## src/rtl/addsub_pipe.sv

```systemverilog
// Pipelined WIDTH-bit add/subtract with carry, signed-overflow and optional saturation.
// Skid-free valid/ready pipeline of STAGES slices; bubbles collapse via the ready chain.
module addsub_pipe #(
  parameter int WIDTH  = 36,
  parameter int STAGES = 2
) (
  input  logic             clk,
  input  logic             reset,
  input  logic             in_valid,
  output logic             in_ready,
  input  logic [WIDTH-1:0] in_a,
  input  logic [WIDTH-1:0] in_b,
  input  logic             in_sub,
  input  logic             in_sat,
  output logic             out_valid,
  input  logic             out_ready,
  output logic [WIDTH-1:0] out_res,
  output logic             out_carry,
  output logic             out_ovf
);

  logic [WIDTH-1:0]  w_bx;
  logic [WIDTH:0]    w_sum;
  logic              w_ovf;
  logic [WIDTH-1:0]  w_res;
  logic [STAGES-1:0] w_rdy;
  logic              w_full_tail;

  logic [STAGES-1:0] r_v;
  logic [STAGES-1:0] r_carry;
  logic [STAGES-1:0] r_ovf;
  logic [WIDTH-1:0]  r_res [STAGES];

  assign w_bx  = in_sub ? ~in_b : in_b;
  assign w_sum = {1'b0, in_a} + {1'b0, w_bx} + {{WIDTH{1'b0}}, in_sub};
  assign w_ovf = (in_a[WIDTH-1] == w_bx[WIDTH-1]) && (w_sum[WIDTH-1] != in_a[WIDTH-1]);

  always_comb begin
    w_res = w_sum[WIDTH-1:0];
    if (in_sat && w_ovf) begin
      w_res = in_a[WIDTH-1] ? {1'b1, {(WIDTH-1){1'b0}}} : {1'b0, {(WIDTH-1){1'b1}}};
    end
  end

  // rdy[k] = out_ready OR any empty slice at or after k; flattened to avoid a bit-to-bit loop
  always_comb begin
    w_full_tail = 1'b1;
    w_rdy       = '0;
    for (int k = STAGES - 1; k >= 0; k--) begin
      w_full_tail = w_full_tail & r_v[k];
      w_rdy[k]    = out_ready | ~w_full_tail;
    end
  end

  always_ff @(posedge clk or posedge reset) begin
    if (reset) begin
      r_v     <= '0;
      r_carry <= '0;
      r_ovf   <= '0;
      for (int k = 0; k < STAGES; k++) begin
        r_res[k] <= '0;
      end
    end else begin
      if (w_rdy[0]) begin
        r_v[0]     <= in_valid;
        r_res[0]   <= w_res;
        r_carry[0] <= w_sum[WIDTH];
        r_ovf[0]   <= w_ovf;
      end
      for (int k = 1; k < STAGES; k++) begin
        if (w_rdy[k]) begin
          r_v[k]     <= r_v[k-1];
          r_res[k]   <= r_res[k-1];
          r_carry[k] <= r_carry[k-1];
          r_ovf[k]   <= r_ovf[k-1];
        end
      end
    end
  end

  assign in_ready  = w_rdy[0];
  assign out_valid = r_v[STAGES-1];
  assign out_res   = r_res[STAGES-1];
  assign out_carry = r_carry[STAGES-1];
  assign out_ovf   = r_ovf[STAGES-1];

endmodule

```

## config.mk

```make
export PLATFORM = sky130hd
export DESIGN_NAME = addsub_pipe
export DESIGN_NICKNAME = d
export VERILOG_FILES = /design/src/rtl/addsub_pipe.sv
export SDC_FILE = /design/constraint.sdc
export NUM_CORES = 1
export LEC_CHECK = 0
export ABC_AREA = 1
export BUFFER_PORTS_ARGS = -buffer_cell sky130_fd_sc_hd__buf_4
export CAP_MARGIN = 10
export CORE_MARGIN = 2
export CORE_UTILIZATION = 50
export DETAILED_ROUTE_END_ITERATION = 7
export HOLD_SLACK_MARGIN = 0.15
export PLACE_DENSITY = 0.77
export SYNTH_ARGS = -nofsm -noshare
export SYNTH_HDL_FRONTEND = slang
export SYNTH_SLANG_ARGS = --single-unit
```

## constraint.sdc

```tcl
create_clock -name clk -period 2.95 [get_ports clk]
set_clock_uncertainty 0.05 [all_clocks]
set_input_delay 0.1475 -clock clk [delete_from_list [all_inputs] [get_ports clk]]
set_output_delay 0.1475 -clock clk [all_outputs]
set_load 0.005 [all_outputs]
```

== Word-level counts from Yosys, hierarchy flattened ==
Cells that the tools add are included.
Storage, ports and cells
  flip-flop bits (word level): 78
  input port bits: 78
  output and inout port bits: 40
Cells by class
  $add $sub $neg: 2
  equal/unequal tests: 2
  multiplexer cells: 3
  bitwise gates (word level): 6
  reduce and logical (&&, ||, !) cells: 2
Operators with widths (number)
  $mux W36: 3
  $add A36 B36 Y37: 1
  $add A37 B1 Y37: 1
  $not A36 Y36: 1
  $logic_and A1 B1 Y1: 2
  $not A1 Y1: 2
  $or A1 B1 Y1: 2
  $and A1 B1 Y1: 1
  $eq A1 B1 Y1: 1
  $ne A1 B1 Y1: 1

== Depth between registers and ports, before layout ==
Gate-level depths: netlist of the first run.
  depth in word-level cells: 8
  gate-level depth with buffers: 20
  mapped depth without buffers: 17

== Worst setup path after synthesis of the first run ==
Ideal clock, no wire load.
  kind: input -> register
  from: input in_sub
  to: register r_res[37] (netlist name)
  setup time: 0.120 ns
  data arrival time: 2.361 ns
  data required time: 2.780 ns
  slack: 0.419 ns
  stages on the path: 17
  buffers on the path: 3
  path through: buf_6 clkbuf_1 xor2_1 ha_1 nand2_2 inv_1 nand2_1 nand2_1 a21oi_1 nand3_2 nand2_4 nand2_4 nand2_2 nand4_4 buf_6 nand2_2 a21oi_2
On the way
  word-level cells in the longest chain between the ends: 7
  elaborated cells on any way between the ends: 8
  classes of those cells: 2 x add/sub; 2 x eq/ne; 2 x mux; 2 x reduce/logical
Ends and longest elaborated chain
  start: declaration: line 13  | input logic in_sub,
  $mux W36: line 34  | assign w_bx = in_sub ? ~in_b : in_b;
  $add A36 B36 Y37: line 35  | assign w_sum = {1'b0, in_a} + {1'b0, w_bx} + {{WIDTH{1'b0}}, in_sub};
  $add A37 B1 Y37: line 35
  $ne A1 B1 Y1: line 36  | assign w_ovf = (in_a[WIDTH-1] == w_bx[WIDTH-1]) && (w_sum[WIDTH-1] != in_a[WIDTH-1]);
  $logic_and A1 B1 Y1: line 36
  $logic_and A1 B1 Y1: line 40  | if (in_sat && w_ovf) begin
  $mux W36 *: line 40
  end signal: indexed assignment: line 73  | r_res[k] <= r_res[k-1];
  end: declaration: line 32  | logic [WIDTH-1:0] r_res [STAGES];
Every way passes the cells marked *; elsewhere a longest branch is shown, timed or not.
A chain may end at the register's enable or synchronous reset.

== Worst setup path after layout of the first run ==
  from: input in_a[0]
  to: register r_res[54] (netlist name)
On the way
  word-level cells in the longest chain between the ends: 6
Ends and longest elaborated chain
  start: declaration: line 11  | input logic [WIDTH-1:0] in_a,
  $add A36 B36 Y37 *: line 35
  $add A37 B1 Y37 *: line 35
  $ne A1 B1 Y1: line 36
  $logic_and A1 B1 Y1: line 36
  $logic_and A1 B1 Y1: line 40
  $mux W36 *: line 40
Marked as above.

==> results of run 1 <==
==> power by group through the flow <==
stage               registers (mW)  logic, mW  clock network, mW
CTS                           1.58       1.88               1.16
global placement              1.58       1.83                  0
floorplan                     1.53       1.41                  0
global route                  1.62       2.11               1.20
finish                        1.58       1.88               1.15
detailed placement            1.59       1.86                  0
==> state kept, by name, indices dropped and copies added (netlist names) <==
name	count
out_res	36
r_res	36
r_ovf	2
r_carry	2
r_v	2
==> per-stage QoR <==
stage	hold WS, ns	total power [mW]
floorplan	0.2096	2.937
global placement	0.2257	3.416
detailed placement	0.2259	3.453
CTS	0.1551	4.619
global route	0.1989	4.924
finish	0.1666	4.601
==> per-layer routing <==
metal / part of all wire [%] / GRT usage, % / up-vias
met5: 0 / 0 / -
li1: - / - / 2943
met2: 48 / 41.98 / 152
met3: 4.2 / 2.647 / 23
met4: 2.2 / 8.235 / 0
met1: 45 / 33.66 / 2646
==> cell families (layout without fill, tap and decap cells) <==
family	count (synthesis)	count (layout)	synth area share, %
DFF	78	78	30.78
adders and majority gates	36	36	7.220
buffers and inverters	135	230	10.95
and+or+nand+nor	458	458	31.03
xor gates and xnor gates	60	60	8.286
AOI/OAI and AO/OA	116	116	11.74
==> cell type report <==
cell class                      instances  area [sq um]  area share, %
Sequential cell                        78          1952          25.72
Multi-Input combinational cell        670          3699          48.74
Tap cell                              172         215.2          2.836
Inverter                               77         289.0          3.809
Clock buffer                           13         280.3          3.693
Clock inverter                          3         40.04         0.5276
Timing Repair Buffer                  137          1114          14.67
==> layout by cell type (no fill, tap or decap), types with 6 or more instances in the layout <==
cell         n
nand2_1    264
buf_4      127
nor2_1      94
dfrtp_1     78
inv_1       74
xor2_1      58
a21oi_1     47
nand2_2     40
ha_1        35
a21oi_2     30
nand3_1     23
o21ai_0     17
nand4_1      9
clkbuf_16    9
nor2_2       8
o21bai_1     7
nor3_1       6
buf_12       6
==> worst max path at each step <==
stage	to	slack, ns	cells after the start
floorplan	r_res[37]$_DFFE_PP0P_	0.42	17
global placement	r_res[66]$_DFFE_PP0P_	0.19	15
detailed placement	r_res[67]$_DFFE_PP0P_	0.13	15
CTS	r_res[54]$_DFFE_PP0P_	0.36	14
global route	r_res[54]$_DFFE_PP0P_	0.22	14
finish	r_res[54]$_DFFE_PP0P_	0.32	14
==> worst register-to-register path, cell delays in order (launching register included) <==
cell and delay, ns:
dfrtp_1 0.37, inv_1 0.07, nor2_2 0.04, inv_1 0.06, nor2_1 0.06, inv_1 0.48
nand2_1 0.14, inv_2 0.23, buf_4 0.23, a21oi_1 0.09
==> synthesized netlist by cell type (all sizes together), types with 2 or more instances <==
cell type | instances | area (sq um)
a21o | 4 | 30.03
o21bai | 7 | 52.55
clkbuf | 13 | 48.80
or2 | 3 | 18.77
nand3 | 25 | 135.1
o21ai | 23 | 130.1
inv | 77 | 289.0
a21oi | 77 | 498.0
dfrtp | 78 | 1952
buf | 45 | 356.6
xor2 | 58 | 508.0
nor2 | 102 | 400.4
ha | 35 | 437.9
nand2 | 306 | 1264
nor4 | 4 | 25.02
a31oi | 3 | 18.77
xnor2 | 2 | 17.52
nor3 | 7 | 40.04
nand4 | 10 | 77.57
==> results by stage, run 1 <==
Status:
- The run finished with clean final reports.

Global routing:
- The first global-routing pass estimated 26.36 mm of wire.
- The number of antenna violations at the first check in global routing is 0.
- Entering global routing, the biggest net connects 79 pins.
- For this run the aggregate overflow at the end of global routing stands at 0.
- The number of global-route vias before repair is 5521.
- The global-route usage over all layers is 24.90%.

Clock network:
- The tree is rooted in a clkbuf_16.
- After clock tree synthesis, the flow added hold-fix buffers numbering 4.
- Post-CTS timing repair inserted 0 buffers for setup.
- The clock net in this run drives a total of 78 sinks.
- In this run, post-CTS repair resized a total of 0 instances.
- The clock reaches the later pin of the worst-skew pair after 0.33 ns.
- TritonCTS created 9 clock buffers.
- The longest clock path from root to sink contains 2 buffers.
- After clock tree synthesis, the clock-pin slew on the worst setup and hold paths is 0.06 ns.
- The number of H-tree levels is 3.
- The CTS tree is yes.

STA:
- The final worst setup slack is 0.3182 ns.
- Timing would allow up to 380.0 MHz.
- At the pin with the least slew margin, the transition time is 0.6486 ns.
- The time the worst path needs with I/O delays and setup is 2.632 ns.
- Setup violations remaining at the end of the flow were counted as 0.
- The final worst-path cycle share is 89.21%.
- The number of hold violations in the final report is 0.
- In the final timing run, aggregate negative setup slack is 0 ns.
- The number of pins exceeding their max-slew limit in the final report is 0.
- Setup repair after global routing left no endpoint under its margin.
- The worst pin sits at a relative slew slack of 56.71%.

Setup path:
- The startpoint identified for the worst register-to-register timing path is r_v[1]$_DFFE_PP0P_.
- The setup slack of the most critical reg-to-reg path is 1.01 ns.
- The endpoint of the worst-slack reg-to-reg timing path is r_res[67]$_DFFE_PP0P_.
- The nature of the critical path endpoint is a flop.
- The class of the most critical setup path is in2reg.
- The data arrival time of the critical path is 2.84 ns.
- Of all nets on the critical path, the largest fanout is 4.
- The number of buffers and inverters on the critical path is 2.
- The critical path goes through dlygate4sd3_1, buf_4, nand2_1, o21ai_4, fa_1, nand3_1, nand2_1, nand2_1, nand2_1, a21oi_1, o21ai_0, xor2_1, nand2_2, a21oi_2.
- The critical path's most frequent cell is nand2_1.
- The most critical setup path has its startpoint at in_a[0].
- The cell with the largest stage delay on the worst path is dlygate4sd3_1.
- The kind of cell with the highest combined delay along the critical path is buffers and inverters.
- STA classifies the critical path startpoint as an input port.
- In this design, the stage delay of the slowest critical-path cell is 0.54 ns.
- The worst path required time is 3.16 ns.
- The depth of the worst register-to-register path is 9.

Yosys:
- The number of synthesized flops with an enable pin is 0.
- The synthesized netlist cell count is 883.
- The flip-flop cell with the highest count after synthesis is dfrtp_1.
- The synthesized area per cell is 7.183 sq um.
- The number of warnings printed during yosys synthesis is 0.
- When the netlist entered floorplanning its net count stood at 997.
- The synthesized design contains 78 register bits.
- The number of unique standard cell types used by synthesis is 37.
- The share of flip-flops with an asynchronous set or reset after synthesis is 100.0%.
- After synthesis the cells add up to 6342 sq um.
- The portion of the post-synthesis area used by sequential elements is 30.78%.

Floorplanning:
- The width of the chip is 116.6 um.
- The effective utilization at floorplan is 50.67%.
- The die footprint is 13600 sq um.
- In this run the core area contains 41 standard-cell rows.
- The core outline area is 12520 sq um.
- The count of pins on the block boundary is 118.
- The die is 116.6 um tall.

Layout:
- The number of antenna repair diodes is 0.
- At the end of the flow the core is filled with cells to 60.63%.
- The number of standard cells in the final layout excluding fillers is 1150.
- The count of nets after finishing is 1087.
- The share of cells above drive strength 1 is 24.54%.
- Summing all non-filler instances in the final layout gives an area of 7589 sq um.
- After filler insertion, the fill cell instance count of the layout stands at 1223.
- Relative to the synthesized area, the layout overhead comes to 19.65%.

Placed design:
- At the end of routability-driven placement, the weighted congestion stood at 0.9207.
- At the placement stage, the worst setup path has a slack of 0.1302 ns.
- Summing all placed instances gives a cell area of 7228 sq um.
- Detailed placement finished with a half-perimeter wire length of 13.08 mm.
- The count of port buffers added during placement is 117.
- In this run, placement finished with an instance count of 1130.

Power and ir drop:
- For this design the ratio of total power to cell area is 606.4 nW/um^2.
- The largest vdd supply drop is 278.7 uV.
- The part of the power in the clock network is 24.9%.
- Net switching is 36.01% of the power.
- The total net switching power is 1.657 mW.
- The part of the power in registers is 34.2%.
- In this run the static leakage power is 3.986 nW.
- Per report_power, the combinational group accounts for 40.9% of the total.
- The internal power summed over all cells is 2.944 mW.

Route:
- Before antenna repair, the detailed router went through 5 iterations.
- Summing over every cut layer, the via total after detailed routing is 5764.
- The detailed router's first-iteration violation count is 358.
- The detailed-route wire length per cell is 14.13 um.
- The routed wire length is 16.25 mm.
- In the routed design, unresolved DRC markers number 0.
- The detailed-route vias per instance is 5.012.
- Once detail routing completed, the nets flagged for antenna violations numbered 0.

Min path:
- The end of the worst hold path is r_res[71]$_DFFE_PP0P_.
- The critical hold path startpoint is out_ready.
- Along the worst hold path, the cell count comes to 6.
- The worst hold path belongs to the class in2reg.

Job:
- The tool flagged a number of max-cap violations equal to 0.
No activity file was read; power rests on OpenSTA's default activity.
==> run 2: changes to the inputs <==
--- a/config.mk
+++ b/config.mk
@@ -7,12 +7,12 @@
 export LEC_CHECK = 0
 export ABC_AREA = 1
 export BUFFER_PORTS_ARGS = -buffer_cell sky130_fd_sc_hd__buf_4
-export CAP_MARGIN = 10
+export CAP_MARGIN = 20
 export CORE_MARGIN = 2
 export CORE_UTILIZATION = 50
 export DETAILED_ROUTE_END_ITERATION = 7
 export HOLD_SLACK_MARGIN = 0.15
-export PLACE_DENSITY = 0.77
+export PLACE_DENSITY_LB_ADDON = 0.12
 export SYNTH_ARGS = -nofsm -noshare
 export SYNTH_HDL_FRONTEND = slang
 export SYNTH_SLANG_ARGS = --single-unit
==> run 2 against run 1 <==
Net effect:
- sequential power about the same
- flip-flop and latch count is the same
- highest routed layer unchanged
- die area stayed put
- largest cell class unchanged
- hold slack better by 0.075 ns
- fmax is 0.63% lower
- largest power group unchanged
==> results by stage, run 2 (same netlist as run 1, synthesis figures left out) <==
Route:
- The detailed router's first-iteration violation count was 315 (was 358).
- The detailed-route vias per instance is 4.991 (was 5.012).
- The detailed-route wire length per cell is 13.68 um (was 14.13 um).
- The routed wire length is 15.75 mm (was 16.25 mm).
- The via count of the routed design came to 5745 (was 5764).
- The detailed-routing iteration count for the pre-antenna-repair pass came to 5 (unchanged).
- The detailed-route DRC error count is 0 (unchanged).
- The final antenna-violating net count is 0 (unchanged).

Layout:
- The final design utilization was 60.46% (was 60.63%).
- The most common cell after layout, fill and taps aside is nand2_1 (unchanged).
- The share of cells above drive strength 1 came to 24.11% (was 24.54%).
- Commonest cells after routing, fill and taps aside: nand2_1 (264), buf_4 (128), nor2_1 (94), dfrtp_1 (78), inv_1 (74) (was nand2_1 (264), buf_4 (127), nor2_1 (94), dfrtp_1 (78), inv_1 (74)).
- The number of antenna repair diodes was 0 (unchanged).
- The count of nets after finishing is 1090 (was 1087).
- The post-synthesis to final-layout area growth came to 19.31% (was 19.65%).

Status:
- Status: finished clean (unchanged).

Setup path:
- Critical-path cell list: dlygate4sd3_1, buf_4, nand2_1, o21ai_4, fa_1, nand3_1, nand2_1, nand2_1, nand2_1, a21oi_1, inv_1, nand2_1, nand3_1, nand2_1, nand2_1, nand2_2, a21oi_2 (was dlygate4sd3_1, buf_4, nand2_1, o21ai_4, fa_1, nand3_1, nand2_1, nand2_1, nand2_1, a21oi_1, o21ai_0, xor2_1, nand2_2, a21oi_2).
- The class of the most critical setup path is in2reg (unchanged).
- The depth of the worst register-to-register path came to 8 (was 9).
- The worst flop-to-flop path startpoint is r_v[1]$_DFFE_PP0P_ (unchanged).
- The data arrival time of the critical path was 2.82 ns (was 2.84 ns).
- The worst path required time was 3.12 ns (was 3.16 ns).
- The critical path's most frequent cell is nand2_1 (unchanged).
- The cell with the largest stage delay on the worst path was dlygate4sd3_1 (unchanged).
- The worst stage delay on the critical path is 0.53 ns (was 0.54 ns).
- The endpoint of the worst-slack reg-to-reg timing path is r_ovf[0]$_DFFE_PP0P_ (was r_res[67]$_DFFE_PP0P_).
- The largest fanout of any net on the critical path is 4 (unchanged).
- The nature of the critical path endpoint is a flop (unchanged).
- The number of buffer and inverter instances along the worst setup path is 3 (was 2).
- The type of element launching the critical path is an input port (unchanged).
- The category of cells accounting for the largest share of critical-path delay was simple AND/OR/NAND/NOR gates (was buffers and inverters).
- The setup slack of the most critical reg-to-reg path is 1.23 ns (was 1.01 ns).

STA:
- The timing-limited maximum frequency is 377.6 MHz (was 380.0 MHz).
- The accumulated negative setup slack was 0 ns (unchanged).
- The final setup violation count is 0 (unchanged).
- The number of hold violations in the final report was 0 (unchanged).
- Setup repair after global routing missed its margin: no (unchanged).
- The worst hold slack is 0.2418 ns (was 0.1666 ns).
- The time the worst path needs with I/O delays and setup is 2.649 ns (was 2.632 ns).
- The actual slew at the worst max-slew pin is 0.4692 ns (was 0.6486 ns).
- The normalized max-slew margin is 68.39% (was 56.71%).
- The number of pins exceeding their max-slew limit in the final report came to 0 (unchanged).
- The final worst-path cycle share was 89.78% (was 89.21%).

Floorplanning:
- The core outline area is 12520 sq um (unchanged).
- The die footprint is 13600 sq um (unchanged).
- The width of the chip is 116.6 um (unchanged).
- The number of core rows was 41 (unchanged).
- The count of pins on the block boundary was 118 (unchanged).
- The floorplan die height came to 116.6 um (unchanged).
- The effective utilization at floorplan is 50.67% (unchanged).

Clock network:
- The root buffer selected by CTS is clkbuf_16 (unchanged).
- The CTS tree is yes (unchanged).
- The clock input transition at the sequential cells of the worst setup and hold paths is 0.05 ns (was 0.06 ns).
- The insertion delay to the later sink of the worst-skew pair is 0.33 ns (about the same).
- The number of cells upsized or downsized after cts is 0 (unchanged).
- The number of H-tree levels came to 3 (unchanged).
- The number of buffers inserted during clock tree synthesis is 9 (unchanged).
- The count of clock tree sinks is 78 (unchanged).
- The maximum root-to-sink buffer count came to 2 (unchanged).

Global routing:
- The wire length of the first global-routing pass is 25.45 mm (was 26.36 mm).
- The global-route usage over all layers is 23.64% (was 24.90%).
- The number of global-route vias before repair is 5432 (was 5521).
- The remaining global-route overflow was 0 (unchanged).
- The number of antenna violations at the first check in global routing was 0 (unchanged).
- The maximum number of pins on one net before global-route repair is 79 (unchanged).

Power and ir drop:
- The power per unit of standard cell area is 590.5 nW/um^2 (was 606.4 nW/um^2).
- The largest vdd supply drop is 275.4 uV (was 278.7 uV).
- The total power draw is 4.469 mW (was 4.601 mW).
- The static power due to leakage was 3.970 nW (was 3.986 nW).

Job:
- The number of max-capacitance violations reported is 0 (unchanged).

Min path:
- The end of the worst hold path is r_res[37]$_DFFE_PP0P_ (was r_res[71]$_DFFE_PP0P_).
- The type of the most critical hold path is in2reg (unchanged).
- The critical hold path startpoint is in_a[1] (was out_ready).
- The number of cells on the worst hold path is 4 (was 6).

Placed design:
- The global placer's final weighted congestion is 0.9134 (was 0.9207).
- The estimated wirelength of the detail-placed design is 12.75 mm (was 13.08 mm).
- The count of port buffers added during placement was 117 (unchanged).
-- run 2: power breakdown --
| group | total [mW] | internal [mW] | switching (mW) |
|---|---|---|---|
| Sequential | 1.57 | 1.39 | 0.180 |
| Clock | 1.02 | 0.644 | 0.376 |
| Combinational | 1.88 | 0.813 | 1.07 |
-- run 2: worst max path at each step --
stage | end | slack, ns | cells past startpoint | from
detailed placement | r_res[66]$_DFFE_PP0P_ | 0.29 | 17 | in_sub
floorplan | r_res[37]$_DFFE_PP0P_ | 0.42 | 17 | in_sub
global placement | r_res[62]$_DFFE_PP0P_ | 0.24 | 16 | in_sub
CTS | r_res[62]$_DFFE_PP0P_ | 0.32 | 17 | in_a[0]
global route | r_res[62]$_DFFE_PP0P_ | 0.06 | 17 | in_a[0]
finish | r_res[62]$_DFFE_PP0P_ | 0.30 | 17 | in_a[0]
-- run 2: through the flow --
| step | cell area, sq um | setup WS, ns | cells |
|---|---|---|---|
| 2_1_floorplan | 6342 | 0.4186 | 883 |
| 3_3_place_gp | 7236 | 0.2428 | 1131 |
| 3_5_place_dp | 7236 | 0.2910 | 1131 |
| 4_1_cts | 7567 | 0.3222 | 1151 |
| 5_1_grt | 7567 | 0.06147 | 1151 |
| 6_report | 7567 | 0.3015 | 1151 |
-- run 2: layout make-up --
type / instances / area, sq um
clock buffers: 12 / 236.5
clock inverters: 2 / 35.03
fillers: 1284 / 4950
inverters: 77 / 289.0
multi-input cells: 670 / 3699
flip-flops and latches: 78 / 1952
well taps: 172 / 215.2
repair buffers: 140 / 1141
-- run 2: worst min-delay path, stage by stage --
cell and delay (ns):
buf_4 0.10, fa_1 0.18, nand2_2 0.06, a21oi_2 0.10
-- run 2: repair_timing --
| action | in CTS | in global routing |
|---|---|---|
| hold endpoints to repair | 82 | 0 |
| hold buffers | 6 | 0 |
| setup buffers | 0 | 0 |
-- run 2: per-layer routing --
layer  up-vias  routed length (um)  GRT usage, %
li1       2945                   -             -
met1      2629                7414         32.90
met2       148                7432         38.91
met3        23                 582         2.543
met4         0                 315         7.294
met5         -                   0             0
==> run 3: changes to the inputs <==
--- a/config.mk
+++ b/config.mk
@@ -8,8 +8,10 @@
 export ABC_AREA = 1
 export BUFFER_PORTS_ARGS = -buffer_cell sky130_fd_sc_hd__buf_4
 export CAP_MARGIN = 20
+export CELL_PAD_IN_SITES_DETAIL_PLACEMENT = 1
+export CELL_PAD_IN_SITES_GLOBAL_PLACEMENT = 2
 export CORE_MARGIN = 2
-export CORE_UTILIZATION = 50
+export CORE_UTILIZATION = 32
 export DETAILED_ROUTE_END_ITERATION = 7
 export HOLD_SLACK_MARGIN = 0.15
 export PLACE_DENSITY_LB_ADDON = 0.12
==> run 3 against run 2 <==
Net effect:
- global-route usage decreased by 5.3 points
- via count shrank 2.0%
- largest power group unchanged
- critical endpoint unchanged
- core utilization is 21 points lower
- combinational power barely moved
- sequential share of layout area decreased by 0.29 points
- design area rose by 1.1%
- hold slack worse by 0.092 ns
- non-clock buffer count is 4 lower
- flip-flop and latch count unchanged
- fmax is 1.5% lower
==> results by stage, run 3 (same netlist as run 1, synthesis figures left out) <==
Floorplanning:
- The core outline area is 19460 sq um (was 12520 sq um).
- The floorplan die height is 144.8 um (was 116.6 um).
- The width of the chip is 144.8 um (was 116.6 um).
- The effective utilization at floorplan is 32.59% (was 50.67%).
- The number of core rows is 51 (was 41).
- The count of pins on the block boundary was 118 (unchanged).
- The die footprint is 20960 sq um (was 13600 sq um).

Clock network:
- The post-CTS setup repair buffer count is 0 (unchanged).
- The clock input transition at the sequential cells of the worst setup and hold paths was 0.05 ns (about the same).
- The number of cells upsized or downsized after cts came to 0 (unchanged).
- The number of hold buffers added after CTS was 3 (was 6).
- The CTS tree is yes (unchanged).
- The number of buffers inserted during clock tree synthesis was 9 (unchanged).
- The number of H-tree levels is 3 (unchanged).
- The root buffer selected by CTS is clkbuf_16 (unchanged).
- The insertion delay to the later sink of the worst-skew pair came to 0.33 ns (about the same).
- The maximum root-to-sink buffer count is 2 (unchanged).
- The count of clock tree sinks is 78 (unchanged).

STA:
- Setup repair after global routing missed its margin: no (unchanged).
- The final worst setup slack was 0.2602 ns (was 0.3015 ns).
- The final worst-path cycle share came to 91.18% (was 89.78%).
- The timing-limited maximum frequency is 371.8 MHz (was 377.6 MHz).
- The accumulated negative setup slack is 0 ns (unchanged).
- The number of pins exceeding their max-slew limit in the final report is 0 (unchanged).
- The actual slew at the worst max-slew pin is 0.7506 ns (was 0.4692 ns).
- The final setup violation count is 0 (unchanged).
- The number of hold violations in the final report is 0 (unchanged).
- The normalized max-slew margin is 49.91% (was 68.39%).
- The time the worst path needs with I/O delays and setup is 2.690 ns (was 2.649 ns).

Power and ir drop:
- The static power due to leakage was 3.956 nW (was 3.970 nW).
- The part of the power in the clock network is 23.7% (was 22.8%).
- The total net switching power is 1.667 mW (was 1.621 mW).
- The combinational share of power is 41.9% (was 42.0%).
- The internal power summed over all cells is 2.898 mW (was 2.847 mW).
- The power per unit of standard cell area came to 596.5 nW/um^2 (was 590.5 nW/um^2).
- The switching power share of the total is 36.52% (was 36.28%).
- The part of the power in registers is 34.4% (was 35.1%).
- The largest vdd supply drop is 259.5 uV (was 275.4 uV).
- The total power draw is 4.565 mW (was 4.469 mW).

Route:
- The via count of the routed design is 5630 (was 5745).
- The detailed-route wire length per cell is 15.10 um (was 13.68 um).
- The detailed router's first-iteration violation count came to 178 (was 315).
- The routed wire length is 18.72 mm (was 15.75 mm).
- The detailed-route DRC error count is 0 (unchanged).
- The final antenna-violating net count is 0 (unchanged).
- The detailed-route vias per instance is 4.540 (was 4.991).
- The detailed-routing iteration count for the pre-antenna-repair pass was 4 (was 5).

Layout:
- The most common cell after layout, fill and taps aside is nand2_1 (unchanged).
- The fill cell instance count of the final layout came to 2498 (was 1284).
- The combined area of the multi-input logic cells is 3699 sq um (unchanged).
- The cell area after layout is 7652 sq um (was 7567 sq um).
- The number of antenna repair diodes is 0 (unchanged).
- The register cell area after layout is 1952 sq um (unchanged).
- Commonest cells after routing, fill and taps aside: nand2_1 (264), buf_4 (128), nor2_1 (94), dfrtp_1 (78), inv_1 (74) (unchanged).
- The share of cells above drive strength 1 is 24.21% (was 24.11%).
- The post-synthesis to final-layout area growth came to 20.65% (was 19.31%).
- The count of nets after finishing came to 1086 (was 1090).
- The final design utilization is 39.32% (was 60.46%).

Status:
- Status: finished clean (unchanged).

Setup path:
- The type of element launching the critical path is an input port (unchanged).
- The data arrival time of the critical path was 2.86 ns (was 2.82 ns).
- The nature of the critical path endpoint is a flop (unchanged).
- The largest fanout of any net on the critical path came to 4 (unchanged).
- The worst path required time is 3.12 ns (about the same).
- The class of the most critical setup path is in2reg (unchanged).

Placed design:
- The global placer's final weighted congestion is 0.8546 (was 0.9134).
- The total placed instance area is 7332 sq um (was 7236 sq um).
- The estimated wirelength of the detail-placed design is 15.62 mm (was 12.75 mm).
- The count of port buffers added during placement came to 117 (unchanged).
- The post-placement setup slack was 0.2389 ns (was 0.2910 ns).

Global routing:
- The global-route usage over all layers is 18.31% (was 23.64%).
- The remaining global-route overflow is 0 (unchanged).
- The number of global-route vias before repair is 5742 (was 5432).
- The number of antenna violations at the first check in global routing is 0 (unchanged).
- The maximum number of pins on one net before global-route repair is 49 (was 79).
- The wire length of the first global-routing pass is 29.84 mm (was 25.45 mm).

Min path:
- The type of the most critical hold path is in2reg (unchanged).

Job:
- The number of max-capacitance violations reported came to 0 (unchanged).
==> run 3: area by class of cell <==
| class | count | share of cell area (%) |
|---|---|---|
| Clock buffer | 13 | 3.401 |
| Clock inverter | 1 | 0.3924 |
| Inverter | 77 | 3.777 |
| Multi-Input combinational cell | 670 | 48.33 |
| Sequential cell | 78 | 25.51 |
| Tap cell | 265 | 4.333 |
| Timing Repair Buffer | 136 | 14.26 |
==> run 3: power groups by stage <==
stage               Sequential (mW)  Combinational, mW  Clock (mW)
floorplan                      1.53               1.41           0
global placement               1.59               1.92           0
detailed placement             1.59               1.94           0
CTS                            1.58               1.95        1.12
global route                   1.61               2.17        1.16
finish                         1.57               1.91        1.08
==> run 3: path summary, 6_finish.rpt <==
path,depth (start not counted),slack [ns],from,end
worst min register to register,2,0.41,r_v[0]$_DFFE_PP0P_,r_v[1]$_DFFE_PP0P_
worst max-delay path,17,0.26,in_a[0],r_res[62]$_DFFE_PP0P_
min in group asynchronous,3,0.44,reset,out_res[15]$_DFFE_PP0P_
worst max register to register,9,1.04,r_v[1]$_DFFE_PP0P_,r_res[66]$_DFFE_PP0P_
worst min-delay path,4,0.15,in_b[0],r_res[36]$_DFFE_PP0P_
max in group asynchronous,4,1.71,reset,out_res[25]$_DFFE_PP0P_
==> run 3: worst max-delay path, cell delays in order <==
cell and delay [ns]:
dlygate4sd3_1 0.54, buf_4 0.14, nand2_1 0.09, o21ai_4 0.09, fa_1 0.44, nand3_1 0.11, nand2_1 0.11, nand2_1 0.08
nand2_1 0.13, a21oi_1 0.40, inv_1 0.08, nand2_1 0.14, nand3_1 0.08, nand2_1 0.07, nand2_1 0.08, nand2_2 0.08
a21oi_2 0.04
==> run 3: layer usage <==
layer,GRT usage [%],vias to the layer above,wire [um]
met1,25.32,2607,9148
met4,4.650,0,206
met3,1.283,12,493
li1,-,2936,-
met2,31.06,75,8872
met5,0,-,0
==> run 3: metrics by stage <==
step           instances  hold slack (ns)
2_1_floorplan        883           0.2096
3_3_place_gp        1223           0.2601
3_5_place_dp        1223           0.2563
4_1_cts             1240           0.1551
5_1_grt             1240           0.1517
6_report            1240           0.1497
